`src/rtl/regspace_arb_pkg.sv`:
```
// Shared types and helpers for the register-space request arbiter and
// other interconnect blocks that need round-robin ordering.
package regspace_arb_pkg;

  typedef enum logic [2:0] {
    ST_IDLE,
    ST_WR,
    ST_RD_REQ,
    ST_RD_ACK,
    ST_RD_ERR
  } arb_state_e;

  localparam int unsigned ERR_DATA = 0;

  // Index following idx in a ring of n entries.
  function automatic int unsigned rr_next(input int unsigned idx, input int unsigned n);
    return (idx + 1 >= n) ? 0 : idx + 1;
  endfunction

endpackage

```
`src/rtl/rr_pick.sv`:
```
// Combinational round-robin picker: the first set bit of req at or after
// ptr (wrapping) wins; reported as one-hot and as an index.
module rr_pick #(
  parameter int unsigned N     = 2,
  parameter int unsigned IDX_W = (N > 1) ? $clog2(N) : 1
) (
  input  logic [N-1:0]     req,
  input  logic [IDX_W-1:0] ptr,
  output logic [N-1:0]     gnt,
  output logic [IDX_W-1:0] idx,
  output logic             any
);

  int unsigned cand;

  always_comb begin
    gnt  = '0;
    idx  = '0;
    any  = 1'b0;
    cand = 0;
    for (int unsigned off = 0; off < N; off++) begin
      cand = (32'(ptr) + off) % N;
      if (!any && req[cand]) begin
        any       = 1'b1;
        gnt[cand] = 1'b1;
        idx       = IDX_W'(cand);
      end
    end
  end

endmodule

```
`src/rtl/regspace_req_arbiter.sv`:
```
// Shares one split-channel register-space slave port between NUM_REQ masters
// with round-robin arbitration, one transaction in flight and a read timeout.
module regspace_req_arbiter
  import regspace_arb_pkg::*;
#(
  parameter int unsigned NUM_REQ = 2,
  parameter int unsigned ADDR_W  = 16,
  parameter int unsigned DATA_W  = 32,
  parameter int unsigned TIMEOUT = 255
) (
  input  logic                      clk,
  input  logic                      rst,
  input  logic [NUM_REQ*ADDR_W-1:0] m_rreq_addr,
  input  logic [NUM_REQ-1:0]        m_rreq_vld,
  output logic [NUM_REQ-1:0]        m_rreq_rdy,
  output logic [NUM_REQ*DATA_W-1:0] m_rack_data,
  output logic [NUM_REQ-1:0]        m_rack_err,
  output logic [NUM_REQ-1:0]        m_rack_vld,
  input  logic [NUM_REQ-1:0]        m_rack_rdy,
  input  logic [NUM_REQ*ADDR_W-1:0] m_wreq_addr,
  input  logic [NUM_REQ*DATA_W-1:0] m_wreq_data,
  input  logic [NUM_REQ-1:0]        m_wreq_vld,
  output logic [NUM_REQ-1:0]        m_wreq_rdy,
  output logic [ADDR_W-1:0]         s_rreq_addr,
  output logic                      s_rreq_vld,
  input  logic                      s_rreq_rdy,
  input  logic [DATA_W-1:0]         s_rack_data,
  input  logic                      s_rack_vld,
  output logic                      s_rack_rdy,
  output logic [ADDR_W-1:0]         s_wreq_addr,
  output logic [DATA_W-1:0]         s_wreq_data,
  output logic                      s_wreq_vld,
  input  logic                      s_wreq_rdy,
  output logic                      busy
);

  localparam int unsigned IDX_W = (NUM_REQ > 1) ? $clog2(NUM_REQ) : 1;
  localparam int unsigned CNT_W = (TIMEOUT > 0) ? $clog2(TIMEOUT + 1) : 1;
  localparam logic [CNT_W-1:0] TMO_VAL = CNT_W'(TIMEOUT);

  arb_state_e       state_q, state_d;
  logic [IDX_W-1:0] gnt_q, gnt_d;
  logic [IDX_W-1:0] rr_ptr_q, rr_ptr_d;
  logic [CNT_W-1:0] tmo_cnt_q, tmo_cnt_d;

  logic [NUM_REQ-1:0] pick_gnt;
  logic [IDX_W-1:0]   pick_idx;
  logic               pick_any;
  logic [IDX_W-1:0]   ptr_next;

  rr_pick #(
    .N     (NUM_REQ),
    .IDX_W (IDX_W)
  ) u_pick (
    .req (m_rreq_vld | m_wreq_vld),
    .ptr (rr_ptr_q),
    .gnt (pick_gnt),
    .idx (pick_idx),
    .any (pick_any)
  );

  always_comb begin
    state_d   = state_q;
    gnt_d     = gnt_q;
    rr_ptr_d  = rr_ptr_q;
    tmo_cnt_d = tmo_cnt_q;
    ptr_next  = IDX_W'(rr_next(32'(gnt_q), NUM_REQ));

    m_rreq_rdy  = '0;
    m_rack_data = '0;
    m_rack_err  = '0;
    m_rack_vld  = '0;
    m_wreq_rdy  = '0;
    s_rreq_addr = '0;
    s_rreq_vld  = 1'b0;
    s_rack_rdy  = 1'b0;
    s_wreq_addr = '0;
    s_wreq_data = '0;
    s_wreq_vld  = 1'b0;
    busy        = (state_q != ST_IDLE);

    case (state_q)
      ST_IDLE: begin
        // A winner holding both requests is issued as a write first.
        if (pick_any) begin
          gnt_d   = pick_idx;
          state_d = (|(pick_gnt & m_wreq_vld)) ? ST_WR : ST_RD_REQ;
        end
      end

      ST_WR: begin
        s_wreq_addr       = m_wreq_addr[32'(gnt_q)*ADDR_W +: ADDR_W];
        s_wreq_data       = m_wreq_data[32'(gnt_q)*DATA_W +: DATA_W];
        s_wreq_vld        = 1'b1;
        m_wreq_rdy[gnt_q] = s_wreq_rdy;
        if (s_wreq_rdy) begin
          rr_ptr_d = ptr_next;
          state_d  = ST_IDLE;
        end
      end

      ST_RD_REQ: begin
        s_rreq_addr       = m_rreq_addr[32'(gnt_q)*ADDR_W +: ADDR_W];
        s_rreq_vld        = 1'b1;
        m_rreq_rdy[gnt_q] = s_rreq_rdy;
        if (s_rreq_rdy) begin
          tmo_cnt_d = '0;
          state_d   = ST_RD_ACK;
        end
      end

      ST_RD_ACK: begin
        s_rack_rdy                                 = m_rack_rdy[gnt_q];
        m_rack_vld[gnt_q]                          = s_rack_vld;
        m_rack_data[32'(gnt_q)*DATA_W +: DATA_W]   = s_rack_data;
        if (s_rack_vld) begin
          if (m_rack_rdy[gnt_q]) begin
            rr_ptr_d = ptr_next;
            state_d  = ST_IDLE;
          end
        end else begin
          if (tmo_cnt_q != '1) begin
            tmo_cnt_d = tmo_cnt_q + 1'b1;
          end
          if (TIMEOUT != 0 && tmo_cnt_d == TMO_VAL) begin
            state_d = ST_RD_ERR;
          end
        end
      end

      ST_RD_ERR: begin
        // Late slave responses are swallowed here so the slave never stalls.
        s_rack_rdy                               = 1'b1;
        m_rack_vld[gnt_q]                        = 1'b1;
        m_rack_err[gnt_q]                        = 1'b1;
        m_rack_data[32'(gnt_q)*DATA_W +: DATA_W] = DATA_W'(ERR_DATA);
        if (m_rack_rdy[gnt_q]) begin
          rr_ptr_d = ptr_next;
          state_d  = ST_IDLE;
        end
      end

      default: state_d = ST_IDLE;
    endcase
  end

  always_ff @(posedge clk) begin
    if (rst) begin
      state_q   <= ST_IDLE;
      gnt_q     <= '0;
      rr_ptr_q  <= '0;
      tmo_cnt_q <= '0;
    end else begin
      state_q   <= state_d;
      gnt_q     <= gnt_d;
      rr_ptr_q  <= rr_ptr_d;
      tmo_cnt_q <= tmo_cnt_d;
    end
  end

endmodule

```
`config.mk`:
```
export PLATFORM = sky130hd
export DESIGN_NAME = regspace_req_arbiter
export DESIGN_NICKNAME = d
export VERILOG_FILES = /design/src/rtl/regspace_arb_pkg.sv /design/src/rtl/rr_pick.sv /design/src/rtl/regspace_req_arbiter.sv
export SDC_FILE = /design/constraint.sdc
export NUM_CORES = 1
export LEC_CHECK = 0
export CAP_MARGIN = 40
export CORE_AREA = 2 2 121 123
export DETAILED_ROUTE_END_ITERATION = 7
export DIE_AREA = 0 0 123 125
export PLACE_DENSITY_LB_ADDON = 0.25
export SLEW_MARGIN = 5
export SYNTH_ARGS = -nofsm -noshare
export SYNTH_HDL_FRONTEND = slang
export SYNTH_SLANG_ARGS = --single-unit
```
`constraint.sdc`:
```
create_clock -name clk -period 1.7 [get_ports clk]
set_input_delay 0.34 -clock clk [delete_from_list [all_inputs] [get_ports clk]]
set_output_delay 0.34 -clock clk [all_outputs]
set_load 0.01 [all_outputs]
```
; After elaboration in Yosys (flattened, before gate mapping)
; Cells that the tools add are included.
[word_totals]
reg_bits = 13
inputBits = 171
[op_classes]
add_sub_neg = 4
n_lt_le_gt_ge = 7
n_eq_ne = 12
shift = 6
muxes = 48
n_bitwise = 8
reduce_logical = 14
[ops]
columns = op, count
row1 = $and A64 B64 Y64, 2
row2 = $pmux W64 S2, 1
row3 = $shift A32 B34 Y64 const A, 1
row4 = $shiftx A32 B34 Y64, 1
row5 = $shiftx A32 B34 Y64 const A, 1
row6 = $shiftx A32 B6 Y16, 2
row7 = $shiftx A64 B7 Y32, 1
row8 = $mux W8, 5
row9 = $neg A6 Y34, 1
row10 = $mux W16, 2
row11 = $mux W32, 1
row12 = $mux W1, 19
row13 = $mux W3, 6
row14 = $pmux W8 S2, 1
row15 = $pmux W3 S5, 1
row16 = $mux W2, 6
row17 = $ne A2 B2 Y1 const B, 5
row18 = $add A8 B1 Y8 const B, 1
row19 = $and A2 B2 Y2, 4
row20 = $eq A8 B8 Y1 const B, 1
row21 = $ne A8 B8 Y1 const B, 1
row22 = $eq A3 B2 Y1 const B, 2
row23 = $lt A1 B2 Y1 const B, 3
row24 = $reduce_and A3 Y1, 2
row25 = 20 further kinds, 29

; Depth between registers and ports, before layout
[logic_depth]
word_depth = 12
mapped_depth = 7

; By module
; From an unflattened synthesis, not the netlist that was laid out.
[unflattened]
cells_unflattened = 403
hier_area_um2 = 2408.6
[modules_own_cells]
columns = module, n_inst, cells_per_inst, area_per_inst_um2
row1 = regspace_req_arbiter, 1, 398, 2376.0
row2 = rr_pick, 1, 5, 32.5

; Least setup slack after synthesis
; No wires, ideal clock.
[synth_path]
path_kind = register to register
start = reg tmo_cnt_q[0]
end = reg state_q[1]
setup_ns = 0.116
t_arrival_ns = 1.693
required_ns = 1.584
slack_ns = -0.109
stages_incl_launch_ff = 7
synth_period_minus_slack_ns = 1.809
cell_sequence = dfxtp_1 -> ha_1 -> nand3_1 -> or3_4 -> a211oi_2 -> a41oi_1 -> o211a_1
[synth_via]
elab_chain_len = 7
word_cells_on_any_way = 8
classes_between = add/sub (1) / eq/ne (3) / mux (3) / reduce/logical (1)
[synth_rtl]
columns = element, line_no
row1 = start: declaration, regspace_req_arbiter.sv:44  ; logic [CNT_W-1:0] tmo_cnt_q, tmo_cnt_d;
row2 = start signal: assignment, regspace_req_arbiter.sv:157  ; tmo_cnt_q <= tmo_cnt_d;
row3 = $add A8 B1 Y8 or $ne A8 B8 Y1 (tied branches), "regspace_req_arbiter.sv:123, regspace_req_arbiter.sv:122"
row4 = $mux W8 (*), regspace_req_arbiter.sv:122  ; if (tmo_cnt_q != '1) begin
row5 = $mux W8 (*), regspace_req_arbiter.sv:116  ; if (s_rack_vld) begin
row6 = $mux W8 (*), regspace_req_arbiter.sv:82  ; case (state_q)
row7 = $eq A8 B8 Y1 (*), regspace_req_arbiter.sv:125  ; if (TIMEOUT != 0 && tmo_cnt_d == TMO_VAL) begin
row8 = $ne A3 B3 Y1 (no source line) (*), n/a
row9 = $reduce_and A4 Y1 (no source line) (*), n/a
row10 = end signal: assignment, regspace_req_arbiter.sv:154  ; state_q <= state_d;
row11 = end: declaration, regspace_req_arbiter.sv:41  ; arb_state_e state_q, state_d;
; Mark *: on every way between the ends. The rest lies on a longest branch, timed or not. The select of a mux whose other input is x is not followed.
; A chain may end at the register's enable or synchronous reset.

; Final worst setup path
[layout_path]
start = reg state_q[0]
end = out s_wreq_data[11]
[layout_via]
elab_chain_len = 2
[layout_rtl]
columns = element, line_no
row1 = $eq A3 B1 Y1, regspace_req_arbiter.sv:82
row2 = $mux W32, regspace_req_arbiter.sv:82
row3 = end: declaration, regspace_req_arbiter.sv:31  ; output logic [DATA_W-1:0] s_wreq_data,
; Every way passes these cells.

==> flow_metrics.py <==
metrics = {
    "run_status": {
        "status": "finished, violations left",
        "violations": "setup timing",
    },
    "setup_path": {
        "end_kind": "output pin",
        "arrival_ns": 1.51,
        "startpoint_type": "flop",
        "rrSetupSlack_ns": -0.07,
        "worst-r2r-cell-count": 7,
        "worstSetupPathType": "reg2out",
        "rr_startpoint": "tmo_cnt_q[1]",
        "r2r_end": "state_q[0]",
        "required_ns": 1.36,
        "critPathMaxFanout": 8,
    },
    "min_path": {
        "holdPathEnd": "rr_ptr_q",
        "worst_hold_path_type": "reg2reg",
        "whs_path_depth": 2,
        "min_from": "rr_ptr_q",
    },
    "global_route": {
        "track_usage_pct": 17.2,
        "grt_max_degree": 36,
        "grt_pass1_wl_um": 21400,
        "antenna_found_initial": 0,
        "grt_remaining_overflow": 0,
        "grt_pass1_vias": 4045,
    },
    "timing": {
        "drv_slew": 0,
        "finalCriticalPeriod_ns": 1.85,
        "rsz0062_at_grt": "yes",
        "tightest_slew_ns": 0.385,
        "setup_ws_ns": -0.149,
        "fin_skew_ns": 0.00175,
        "max-slew-margin-rel_pct": 74.3,
        "hold_viol_final": 0,
        "min_period_over_period_pct": 109,
        "fmax_mhz": 541,
        "setup_violations": 130,
    },
    "cts": {
        "cts_made_buffers": 3,
        "htreeDepth": 1,
        "postCtsHoldBufs": 0,
        "clk_latency_ns": 0.24,
        "clock_path_buffers": 2,
        "cts_sinks": 13,
        "cts_tree": "yes",
        "clk_pin_slew_ns": 0.04,
        "clk_root_buffer_cell": "clkbuf_16",
    },
    "pwr": {
        "ir_drop_mv": 0.575,
        "p_per_area_mw_per_mm2": 904,
        "total_power_mw": 6.78,
        "p_leak_nw": 3.19,
    },
    "synthesis": {
        "synth_top_area_cell": "mux2i_1",
        "yosys-top-cells-area": "mux2i_1, nor2_1, dfxtp_1",
        "synthArstFlopShare_pct": 0,
        "syn_area_mm2": 0.00237,
        "synth_top_area_share_pct": 28.2,
        "synth_cell_types": 49,
        "synth_edf_count": 0,
        "yosys_most_used_dff": "dfxtp_1",
        "synth_seq_cells": 13,
        "avgSynthCellArea_um2": 6.15,
        "postSynthCellCount": 386,
        "yosys_warnings": 0,
        "syn_nets": 558,
        "yosysSeqAreaShare_pct": 11.0,
    },
    "routing": {
        "num_vias": 4277,
        "drt_iter0_drc": 133,
        "postRouteAntennaNets": 0,
        "dr.pass1.iters": 4,
        "wirelength_um": 16600,
        "drcViolationCount": 0,
        "vias_per_cell": 4.55,
        "post_drt_wl_per_cell_um": 17.7,
    },
    "final_layout": {
        "final_cells": 940,
        "syn_to_final_growth_pct": 216,
        "fin_nets": 929,
        "drive_above_1_share_pct": 53.7,
        "antenna_cells": 0,
    },
    "die": {
        "coreArea_mm2": 0.0142,
        "start_util_pct": 16.7,
        "num_io_pins": 311,
        "chipWidth_um": 123,
        "dieArea_mm2": 0.0154,
        "num_rows": 44,
        "die_y_um": 125,
    },
    "placement": {
        "hpwl_um": 11600,
        "placed_cells": 912,
        "numPortBuffers": 310,
        "gp_congestion": 0.910,
    },
    "run": {
        "maxCapViolCount": 0,
    },
}
-- worst max path at each step --
stage | from | end | slack, ns | depth (start not counted)
finish | state_q[0] | s_wreq_data[11] | -0.15 | 5
global route | state_q[2] | m_rack_data[42] | -0.23 | 6
CTS | state_q[2] | m_rack_data[25] | -0.19 | 6
detailed placement | state_q[1] | s_rreq_addr[13] | -0.45 | 4
global placement | m_rreq_vld[0] | state_q[0] | -0.51 | 6
floorplan | state_q[1] | m_rack_data[33] | -0.03 | 7
-- final cells by class --
class / instances / area [um^2]
Clock buffer: 4 / 78.8
Fill cell: 1321 / 6700
Inverter: 7 / 28.8
Multi-Input combinational cell: 337 / 3010
Sequential cell: 13 / 282
Tap cell: 184 / 230
Timing Repair Buffer: 395 / 3870
-- layout by cell type (no fill, tap or decap), types with 4 or more instances in the layout --
| cell | netlist | routed |
|---|---|---|
| buf_2 | 8 | 64 |
| dfxtp_1 | 13 | 4 |
| clkdlybuf4s50_1 | 0 | 166 |
| clkbuf_16 | 0 | 12 |
| dfxtp_2 | 0 | 5 |
| dlymetal6s2s_1 | 0 | 4 |
| mux2i_4 | 0 | 14 |
| nor2_1 | 142 | 40 |
| buf_12 | 0 | 11 |
| o21ai_0 | 8 | 6 |
| nor2_2 | 0 | 33 |
| inv_1 | 7 | 4 |
| mux2i_2 | 0 | 18 |
| buf_6 | 0 | 82 |
| clkbuf_2 | 0 | 4 |
| a21oi_1 | 10 | 10 |
| dfxtp_4 | 0 | 4 |
| nor2_4 | 0 | 69 |
| mux2i_1 | 67 | 35 |
| buf_4 | 0 | 51 |
| nand2_1 | 42 | 37 |
-- flip-flops by register name, summed over array words and instances, names as in the netlist --
signal and count:
state_q 3, rr_ptr_q 1, tmo_cnt_q 8, gnt_q 1
-- cell families after synthesis --
kind of cell / Yosys count / share of synthesized area, %
XOR/XNOR: 1 / 0.369
AO/OA/AOI/OAI: 43 / 12.3
multiplexers: 67 / 28.2
AND/OR/NAND/NOR: 224 / 41.3
buffers and inverters: 37 / 6.27
adder cells (fa/ha/maj): 1 / 0.527
flip-flops: 13 / 11.0
-- critical path, stage by stage, from the launching register on --
cell	delay, ns
dfxtp_4	0.39
nor2b_4	0.24
nand2b_4	0.17
clkbuf_16	0.22
nor2_1	0.10
buf_2	0.14
-- synth_stat cells (all sizes together), types with 2 or more instances --
cell type / count
clkbuf: 16
nand3: 4
or3: 4
a31oi: 3
nand2: 42
buf: 14
a21oi: 10
and3: 4
nand2b: 3
dfxtp: 13
nor2b: 3
o21ai: 8
nor4b: 3
a22oi: 2
nor3: 5
or2: 2
mux2i: 67
inv: 7
nor2: 142
and2: 4
a211oi: 5
o31ai: 2
-- report_power, final --
| group | internal, mW | switching [mW] |
|---|---|---|
| Combinational | 3.15 | 2.75 |
| Sequential | 0.362 | 0.0749 |
| Clock | 0.316 | 0.129 |
-- per-stage QoR --
stage / setup WS (ns) / TNS (ns) / area (um^2) / utilization (%) / hold WS [ns]
6_report: -0.149 / -12.44 / 7500 / 52.8 / 0.536
5_1_grt: -0.226 / -20.71 / 7500 / 52.8 / 0.590
4_1_cts: -0.192 / -15.48 / 6090 / 42.9 / 0.541
3_5_place_dp: -0.452 / -47.46 / 6170 / 43.5 / 0.530
3_3_place_gp: -0.508 / -45.72 / 6170 / 43.5 / 0.509
2_1_floorplan: -0.0322 / -0.966 / 2390 / - / 0.418
-- routing by layer --
metal | wire (um) | vias to the layer above | GRT usage, %
met5 | 0 | - | 0
met4 | 310 | 0 | 2.74
met3 | 884 | 28 | 1.92
met2 | 9140 | 144 | 34.8
met1 | 6260 | 2035 | 19.0
li1 | - | 2070 | -
-- repair_timing --
| item | CTS | global route |
|---|---|---|
| hold endpoints to repair | 0 | 0 |
| setup buffers | 0 | 10 |
| endpoints found under the setup margin | 146 | 147 |
| cloned | 1 | 14 |
| pin swaps | 3 | 75 |
| gates resized for setup | 477 | 445 |
Note: power is estimated with default switching activity, not from simulation.
